### config.mk
export PLATFORM = sky130hd
export DESIGN_NAME = mips_mc_ctrl_flat
export DESIGN_NICKNAME = d
export VERILOG_FILES = /design/src/rtl/mips_mc_ctrl_if.sv /design/src/rtl/mips_mc_ctrl.sv /design/src/flat_wrapper.sv
export SDC_FILE = /design/constraint.sdc
export NUM_CORES = 1
export LEC_CHECK = 0
export CAP_MARGIN = 15
export CORE_MARGIN = 10
export CORE_UTILIZATION = 47
export DETAILED_ROUTE_END_ITERATION = 10
export GPL_TIMING_DRIVEN = 1
export PLACE_DENSITY = 0.81
export SYNTH_ARGS = -nofsm -noshare
export SYNTH_HDL_FRONTEND = slang
export SYNTH_SLANG_ARGS = --single-unit
export TNS_END_PERCENT = 20
### constraint.sdc
create_clock -name clk -period 3.44 [get_ports clk]
set_input_delay 1.032 -clock clk [delete_from_list [all_inputs] [get_ports clk]]
set_output_delay 1.032 -clock clk [all_outputs]
set_load 0.03 [all_outputs]
### src/rtl/mips_mc_ctrl_if.sv
// mips_mc_ctrl_if: instruction, handshake and strobe bundle between the multi-cycle controller and datapath
interface mips_mc_ctrl_if #(parameter int CNT_W = 32);
  logic [31:0] instr;
  logic zero, im_ready, dm_ready;
  logic PCWr, IRWr, RegWr, MemWr, dm_req, ALUSrc, illegal;
  logic [2:0] ALUOp, state;
  logic [1:0] RegDst, Mem2Reg, ExtOp, NPCOp;
  logic [CNT_W-1:0] cycle_cnt, instr_cnt;
  modport master(
    input instr, zero, im_ready, dm_ready,
    output PCWr, IRWr, RegWr, MemWr, dm_req, ALUSrc, illegal, ALUOp, state,
           RegDst, Mem2Reg, ExtOp, NPCOp, cycle_cnt, instr_cnt
  );
  modport slave(
    output instr, zero, im_ready, dm_ready,
    input PCWr, IRWr, RegWr, MemWr, dm_req, ALUSrc, illegal, ALUOp, state,
          RegDst, Mem2Reg, ExtOp, NPCOp, cycle_cnt, instr_cnt
  );
endinterface

### src/rtl/mips_mc_ctrl.sv
// mips_mc_ctrl: multi-cycle MIPS control FSM (FETCH/DECODE/EXEC/MEM/WB) with saturating CPI counters
module mips_mc_ctrl #(parameter int CNT_W = 32) (
  input logic clk,
  input logic rst,
  mips_mc_ctrl_if.master bus
);
  typedef enum logic [2:0] {FETCH, DECODE, EXEC, MEM, WB} state_t;
  state_t state_q, state_d;
  logic [CNT_W-1:0] cycle_cnt_q, cycle_cnt_d, instr_cnt_q, instr_cnt_d;
  logic [5:0] op, fn;
  logic r_t, addu, subu, jr, ori, lui, lw, sw, beq, j, jal, jump, legal, retire;
  always_comb begin
    op = bus.instr[31:26];
    fn = bus.instr[5:0];
    r_t = op == 6'b000000;
    addu = r_t && fn == 6'b100001;
    subu = r_t && fn == 6'b100011;
    jr = r_t && fn == 6'b001000;
    ori = op == 6'b001101;
    lui = op == 6'b001111;
    lw = op == 6'b100011;
    sw = op == 6'b101011;
    beq = op == 6'b000100;
    j = op == 6'b000010;
    jal = op == 6'b000011;
    jump = j || jal || jr;
    legal = addu || subu || jump || ori || lui || lw || sw || beq;
  end
  always_comb begin
    state_d = state_q;
    retire = 1'b0;
    bus.PCWr = 1'b0;
    bus.IRWr = 1'b0;
    bus.RegWr = 1'b0;
    bus.MemWr = 1'b0;
    bus.dm_req = 1'b0;
    bus.illegal = 1'b0;
    bus.ALUSrc = 1'b0;
    bus.ALUOp = 3'b000;
    bus.RegDst = 2'b00;
    bus.Mem2Reg = 2'b00;
    bus.ExtOp = 2'b00;
    bus.NPCOp = 2'b00;
    // IR holds the instruction, so EXEC selects stay valid through MEM and WB
    if (state_q == EXEC || state_q == MEM || state_q == WB) begin
      bus.ALUOp = (subu || beq) ? 3'b001 : ori ? 3'b010 : lui ? 3'b011 : 3'b000;
      bus.ALUSrc = ori || lui || lw || sw;
      bus.ExtOp = lui ? 2'b10 : (lw || sw) ? 2'b01 : 2'b00;
    end
    case (state_q)
      FETCH: begin
        bus.PCWr = bus.im_ready;
        bus.IRWr = bus.im_ready;
        state_d = bus.im_ready ? DECODE : FETCH;
      end
      DECODE: begin
        bus.PCWr = jump;
        bus.NPCOp = jr ? 2'b11 : (j || jal) ? 2'b10 : 2'b00;
        bus.RegWr = jal;
        bus.RegDst = jal ? 2'b10 : 2'b00;
        bus.Mem2Reg = jal ? 2'b10 : 2'b00;
        bus.illegal = !legal;
        retire = jump || !legal;
        state_d = retire ? FETCH : EXEC;
      end
      EXEC: begin
        bus.PCWr = beq && bus.zero;
        bus.NPCOp = beq ? 2'b01 : 2'b00;
        retire = beq;
        state_d = beq ? FETCH : (lw || sw) ? MEM : WB;
      end
      MEM: begin
        bus.dm_req = 1'b1;
        bus.MemWr = sw;
        retire = bus.dm_ready && sw;
        state_d = !bus.dm_ready ? MEM : sw ? FETCH : WB;
      end
      WB: begin
        bus.RegWr = 1'b1;
        bus.RegDst = r_t ? 2'b01 : 2'b00;
        bus.Mem2Reg = lw ? 2'b01 : 2'b00;
        retire = 1'b1;
        state_d = FETCH;
      end
      default: state_d = FETCH;
    endcase
    cycle_cnt_d = &cycle_cnt_q ? cycle_cnt_q : cycle_cnt_q + CNT_W'(1);
    instr_cnt_d = (retire && !(&instr_cnt_q)) ? instr_cnt_q + CNT_W'(1) : instr_cnt_q;
  end
  always_ff @(posedge clk or negedge rst)
    if (!rst) begin
      state_q <= FETCH;
      cycle_cnt_q <= '0;
      instr_cnt_q <= '0;
    end else begin
      state_q <= state_d;
      cycle_cnt_q <= cycle_cnt_d;
      instr_cnt_q <= instr_cnt_d;
    end
  assign bus.state = state_q;
  assign bus.cycle_cnt = cycle_cnt_q;
  assign bus.instr_cnt = instr_cnt_q;
endmodule

### src/flat_wrapper.sv
// flat-port wrapper written by rule: the top's interface ports become plain ports
module mips_mc_ctrl_flat 
#(parameter int CNT_W = 32)
  (clk, rst, bus_instr, bus_zero, bus_im_ready, bus_dm_ready, bus_PCWr, bus_IRWr, bus_RegWr, bus_MemWr, bus_dm_req, bus_ALUSrc, bus_illegal, bus_ALUOp, bus_state, bus_RegDst, bus_Mem2Reg, bus_ExtOp, bus_NPCOp, bus_cycle_cnt, bus_instr_cnt);
  mips_mc_ctrl_if #(.CNT_W(CNT_W)) bus_i ();
  input logic clk;
  input logic rst;
  input wire logic [$bits(bus_i.instr)-1:0] bus_instr;
  input wire logic [$bits(bus_i.zero)-1:0] bus_zero;
  input wire logic [$bits(bus_i.im_ready)-1:0] bus_im_ready;
  input wire logic [$bits(bus_i.dm_ready)-1:0] bus_dm_ready;
  output wire logic [$bits(bus_i.PCWr)-1:0] bus_PCWr;
  output wire logic [$bits(bus_i.IRWr)-1:0] bus_IRWr;
  output wire logic [$bits(bus_i.RegWr)-1:0] bus_RegWr;
  output wire logic [$bits(bus_i.MemWr)-1:0] bus_MemWr;
  output wire logic [$bits(bus_i.dm_req)-1:0] bus_dm_req;
  output wire logic [$bits(bus_i.ALUSrc)-1:0] bus_ALUSrc;
  output wire logic [$bits(bus_i.illegal)-1:0] bus_illegal;
  output wire logic [$bits(bus_i.ALUOp)-1:0] bus_ALUOp;
  output wire logic [$bits(bus_i.state)-1:0] bus_state;
  output wire logic [$bits(bus_i.RegDst)-1:0] bus_RegDst;
  output wire logic [$bits(bus_i.Mem2Reg)-1:0] bus_Mem2Reg;
  output wire logic [$bits(bus_i.ExtOp)-1:0] bus_ExtOp;
  output wire logic [$bits(bus_i.NPCOp)-1:0] bus_NPCOp;
  output wire logic [$bits(bus_i.cycle_cnt)-1:0] bus_cycle_cnt;
  output wire logic [$bits(bus_i.instr_cnt)-1:0] bus_instr_cnt;
  assign bus_i.instr = bus_instr;
  assign bus_i.zero = bus_zero;
  assign bus_i.im_ready = bus_im_ready;
  assign bus_i.dm_ready = bus_dm_ready;
  assign bus_PCWr = bus_i.PCWr;
  assign bus_IRWr = bus_i.IRWr;
  assign bus_RegWr = bus_i.RegWr;
  assign bus_MemWr = bus_i.MemWr;
  assign bus_dm_req = bus_i.dm_req;
  assign bus_ALUSrc = bus_i.ALUSrc;
  assign bus_illegal = bus_i.illegal;
  assign bus_ALUOp = bus_i.ALUOp;
  assign bus_state = bus_i.state;
  assign bus_RegDst = bus_i.RegDst;
  assign bus_Mem2Reg = bus_i.Mem2Reg;
  assign bus_ExtOp = bus_i.ExtOp;
  assign bus_NPCOp = bus_i.NPCOp;
  assign bus_cycle_cnt = bus_i.cycle_cnt;
  assign bus_instr_cnt = bus_i.instr_cnt;
  mips_mc_ctrl #(.CNT_W(CNT_W)) u_core (.clk(clk), .rst(rst), .bus(bus_i));
endmodule
* After elaboration in Yosys (flattened, before gate mapping)
Index checks and enable logic that the tools add are counted.
** Word-level totals
- Register bits after elaboration :: 67
- Input bits :: 37
- Output and inout port bits :: 85
** Cells by class
- Add/sub/neg operators :: 2
- Eq/ne operators :: 14
- Mux-type cells :: 31
- Reductions and logical operators :: 29
** Operators with widths (count)
- adder 32 x 1 -> 32 bit, second input constant :: 2
- AND reduction 32 bit :: 2
- equality test 6 bit, second input constant :: 4
- 2-to-1 mux 3 bit :: 7
- equality test 6 x 4 -> 1 bit, second input constant :: 3
- logical OR 1 bit :: 17
- 2-to-1 mux 2 bit :: 7
- equality test 6 x 2 -> 1 bit, second input constant :: 2
- case mux 2 bit (2 select lines) :: 3
- case mux 3 bit (4 select lines) :: 1
- 2-to-1 mux 1 bit :: 10
- equality test 3 x 2 -> 1 bit, second input constant :: 2
- equality test 6 x 3 -> 1 bit, second input constant :: 1
- logical AND 1 bit :: 6
- logical NOT 6 bit :: 1
- case mux 1 bit (4 select lines) :: 1
- equality test 3 x 1 -> 1 bit, second input constant :: 1
- equality test 3 bit, second input constant :: 1
- logical NOT 3 bit :: 1
- case mux 1 bit (3 select lines) :: 1
- logical NOT 1 bit :: 2
- case mux 1 bit (2 select lines) :: 1

* Depth between registers and ports, before layout
Gate-level depths: netlist (run 1).
- Word-level depth :: 13
- Gate-level depth with buffers :: 8
- Mapped depth without buffers :: 7

* Worst setup path after synthesis (run 1)
Ideal clock, no wire load.
- Kind :: input-to-output
- From :: input bus_im_ready
- To :: output bus_PCWr
- Arrival time :: 2.590 ns
- Required time :: 2.408 ns
- Setup slack :: -0.182 ns
- Stages :: 2
- Buffers on the path :: 0
- Cells stage by stage :: nor4b_1 > a311o_1
** On the way
- Cells in the longest elaborated chain, start to end :: 1
** RTL lines
- start: declaration :: line flat_wrapper.sv:10 : input wire logic [$bits(bus_i.im_ready)-1:0] bus_im_ready;
- case mux 1 bit (3 select lines) :: line mips_mc_ctrl.sv:50 : case (state_q)
- end: declaration :: line flat_wrapper.sv:12 : output wire logic [$bits(bus_i.PCWr)-1:0] bus_PCWr;
No other way between the ends.

* Worst setup path after layout (run 1)
- From :: input bus_instr[31]
- To :: output bus_PCWr
** On the way
- Cells in the longest elaborated chain, start to end :: 4
- Elaborated cells between the ends (all ways) :: 9
- Classes of those cells :: eq/ne (3); mux (1); reduce/logical (5)
** RTL lines
- start: declaration :: line flat_wrapper.sv:8 : input wire logic [$bits(bus_i.instr)-1:0] bus_instr;
- equality test 6 x 2 -> 1 bit (tied with other cells) :: line mips_mc_ctrl.sv:24 : j = op == 6'b000010;
- logical OR 1 bit or logical AND 1 bit (tied branches) :: line mips_mc_ctrl.sv:26, mips_mc_ctrl.sv:18
- logical OR 1 bit :: line mips_mc_ctrl.sv:26 : jump = j || jal || jr;
- case mux 1 bit (3 select lines) * :: line mips_mc_ctrl.sv:50
Every way passes the cells marked *; elsewhere a longest branch is shown, timed or not.

==> impl_metrics.tcl, run 1 <==
set metrics [dict create \
    status "completed" \
    period_minus_slack_ps 3390 \
    crit_path_start_kind "input pin" \
    slew_violations 0 \
    p_seq_frac 0.412 \
    dr.pass1.iters 4 \
    ios 122 \
    drive_above_1_share 0.213 \
    cp_max_fo 4 \
    vias_per_cell 5.58 \
    cts.path.max_buffers 2 \
    path_buf_inv 2 \
    start_util 0.485 \
    yosysSeqAreaShare 0.447 \
    final_cells 599 \
    max_freq_mhz 295 \
    fin_crit_sh 0.985 \
    drt-initial-drc-count 238 \
    met3_length_um 745 \
    synth.cell_area_um2 3750 \
    hold_violations 0 \
    cts_sinks 67 \
    ys_types 59 \
    drcViolationCount 0 \
    regArea_um2 1680 \
    syn-instance-count 364 \
    p_total_mw 2.34 \
    die-area_um2 12000 \
    ant_nets 0 \
    synth.avg_cell_area_um2 10.3 \
    ir_worst_vdd_mv 0.484 \
    top_layer "met4" \
    ys_ff_latch 67 \
    async_reset_ff_frac 1.00 \
    critPathSlowestCell "or3_4" \
    crit_type "in -> out" \
    setup_viol_count_final 0 \
    p_sw_mw 0.879 \
    hp-class "reg -> reg" \
    slowest_delay_ps 410 \
    post-dp-hpwl_um 7570 \
    n_antenna_cell 0 \
    dp_slack_ps -207 \
    final_nets 531 \
    grt-ovfl-total 0 \
    drv_cap 0 \
    multiInputGateArea_um2 2060 \
    grt_pass1_vias 3309 \
    layout_setup_ws_ps 50.0 \
    place_inst 583 \
    dieHeight_um 109 \
    cts_buffers 9 \
    synth_edf_count 0 \
    port-buffer-count 100 \
    critPathArrivalTime_ps 2360 \
    wl_met1_um 4310 \
    row_count 32 \
    fillerInstances 575 \
    core_area_um2 7730 \
    yosysWarnings 0 \
    tightestPinTransition_ps 854 \
    leakage_nw 2.15 \
    routed_wl_um 10300 \
    grt_pass1_wl_um 16700 \
    hold_slack_ps 492 \
    end_kind "output port" \
    grt_max_degree 68 \
    slew_headroom 0.431 \
    antenna_found_initial 0 \
    clk_latency_ps 340 \
    p_int_mw 1.46 \
    fin_skew_ps 6.19 \
    area_growth_pct 40.9 \
    cp_cell_sequence "clkdlybuf4s15_1, or3_4, or2_4, nor2_4, a311o_1, buf_6" \
    synth_ff_type "dfrtp_1" \
    grt_setup_unrepaired "yes" \
    finish.utilization 0.684 \
    clkPwrFrac 0.254 \
    worstPathRequired_ps 2410 \
    placed_area_um2 5040 \
    path_clk_slew_ps 80 \
    switching_share 0.375 \
    cts-hold-fix-buffers 0 \
    syn_nets 403 \
    htree_levels 3 \
    routed-wl-met2_um 5150 \
    wl_per_cell_um 17.2 \
    critical-path-top-delay-family "simple AND/OR/NAND/NOR gates" \
    gp_congestion 0.876 \
    setup_tns_ps 0 \
    die_w_um 109 \
    grt.total_usage 0.170 \
    stdcell_area_um2 5290 \
    p_comb_frac 0.334 \
    powerDensity_nw_per_um2 443 \
    cts-root-buf "clkbuf_8" \
    vias 3344 \
    cts_tree "yes" \
]
-- path summary, 6_finish.rpt --
check / start / to / slack [ps] / cells after the start
hold / removal: u_core.bus.cycle_cnt[9] / u_core.bus.cycle_cnt[9] / 490 / 1
max in group asynchronous: rst / u_core.bus.cycle_cnt[13] / 2000 / 2
setup / recovery: bus_instr[31] / bus_PCWr / 50 / 6
setup reg to reg: u_core.bus.instr_cnt[9] / u_core.bus.instr_cnt[29] / 810 / 7
hold reg to reg: u_core.bus.cycle_cnt[9] / u_core.bus.cycle_cnt[9] / 490 / 1
min in group asynchronous: rst / u_core.bus.cycle_cnt[29] / 870 / 2
-- synthesized netlist by cell type (2+ instances only) --
master / instances / area share
nor4_2: 6 / 0.020
a31oi_1: 5 / 0.0083
nor4b_2: 3 / 0.012
nand4b_1: 2 / 0.0047
nor3_1: 23 / 0.031
nor2b_1: 5 / 0.0083
and2_1: 13 / 0.022
ha_1: 2 / 0.0067
dfrtp_1: 67 / 0.45
and3_1: 16 / 0.027
and4_1: 6 / 0.014
o21a_1: 2 / 0.0040
nand2_1: 29 / 0.029
o21ai_0: 2 / 0.0027
clkbuf_1: 4 / 0.0040
buf_4: 3 / 0.0060
nor2_1: 16 / 0.016
nor4b_1: 3 / 0.0070
nand3_1: 23 / 0.031
nand4_1: 22 / 0.037
xor2_1: 40 / 0.093
a21oi_1: 5 / 0.0067
xnor2_1: 20 / 0.047
or3_4: 2 / 0.0060
nand2b_1: 3 / 0.0050
buf_2: 5 / 0.0067
nor3b_1: 3 / 0.0060
nor4_1: 2 / 0.0033
buf_6: 2 / 0.0060
-- kinds of logic (layout without fill, tap and decap cells) --
| logic type | count (synthesis) | count (layout) | share of synthesized area |
|---|---|---|---|
| DFF | 67 | 67 | 0.447 |
| other | 1 | 1 | 0.00100 |
| AOI/OAI and AO/OA | 27 | 27 | 0.0577 |
| xor gates and xnor gates | 60 | 60 | 0.140 |
| buffers and inverters | 15 | 148 | 0.0237 |
| adders and majority gates | 2 | 2 | 0.00667 |
| and+or+nand+nor | 189 | 189 | 0.314 |
| muxes | 3 | 3 | 0.00968 |
-- placed cells by master, fill, tap and decap left out, types with 6 or more instances in the layout --
cell type,Yosys,final
nand3_1,23,23
clkbuf_8,0,10
and2_1,13,13
clkdlybuf4s50_1,0,73
buf_4,3,40
and3_1,16,16
nand4_1,22,22
nor3_1,23,20
nor2_1,16,13
xnor2_1,20,20
nand2_1,29,29
dfrtp_1,67,67
nor4_2,6,6
xor2_1,40,40
and4_1,6,6
-- worst register-to-register path: cells and delay by family, from the launching register on --
family / cells / cell delay (ps)
flops: 1 / 450
simple gates: 4 / 1010
compound gates: 1 / 510
buf+inv: 1 / 390
xor+xnor: 1 / 150
-- flip-flops by register name, indices dropped and copies added, names as in the netlist --
| signal | flops |
|---|---|
| u_core.bus.instr_cnt | 32 |
| u_core.bus.state | 3 |
| u_core.bus.cycle_cnt | 32 |
-- area by class of cell --
type                            instances  area share
Clock buffer                           10      0.0260
Clock inverter                          6     0.00781
Inverter                                1    0.000710
Multi-Input combinational cell        282       0.391
Sequential cell                        67       0.317
Tap cell                              102      0.0241
Timing Repair Buffer                  131       0.233
-- power by group through the flow --
stage / clock network [mW] / logic, mW / registers (mW)
6_report: 0.595 / 0.782 / 0.966
5_1_grt: 0.644 / 0.840 / 0.979
4_1_cts: 0.604 / 0.784 / 0.963
3_5_place_dp: 0 / 0.774 / 0.974
3_3_place_gp: 0 / 0.769 / 0.973
2_1_floorplan: 0 / 0.340 / 1.09
-- metal layers --
metal | track usage | vias up
met5 | 0 | -
met4 | 0.0446 | 0
met3 | 0.0445 | 7
met2 | 0.280 | 102
met1 | 0.216 | 1656
li1 | - | 1579
-- timing repair --
action	4_1_cts	5_1_grt
gates cloned	0	0
pin swaps	4	4
gates resized for setup	20	13
setup buffers	1	0
endpoints found under the setup margin	13	6
No activity file was read; power rests on OpenSTA's default activity.
==> run 2: changes to the inputs <==
Settings changed: GPL_TIMING_DRIVEN 1 to default.
==> results of run 2 <==
No change in the layout: final DEF, timing and power equal those of run 1.
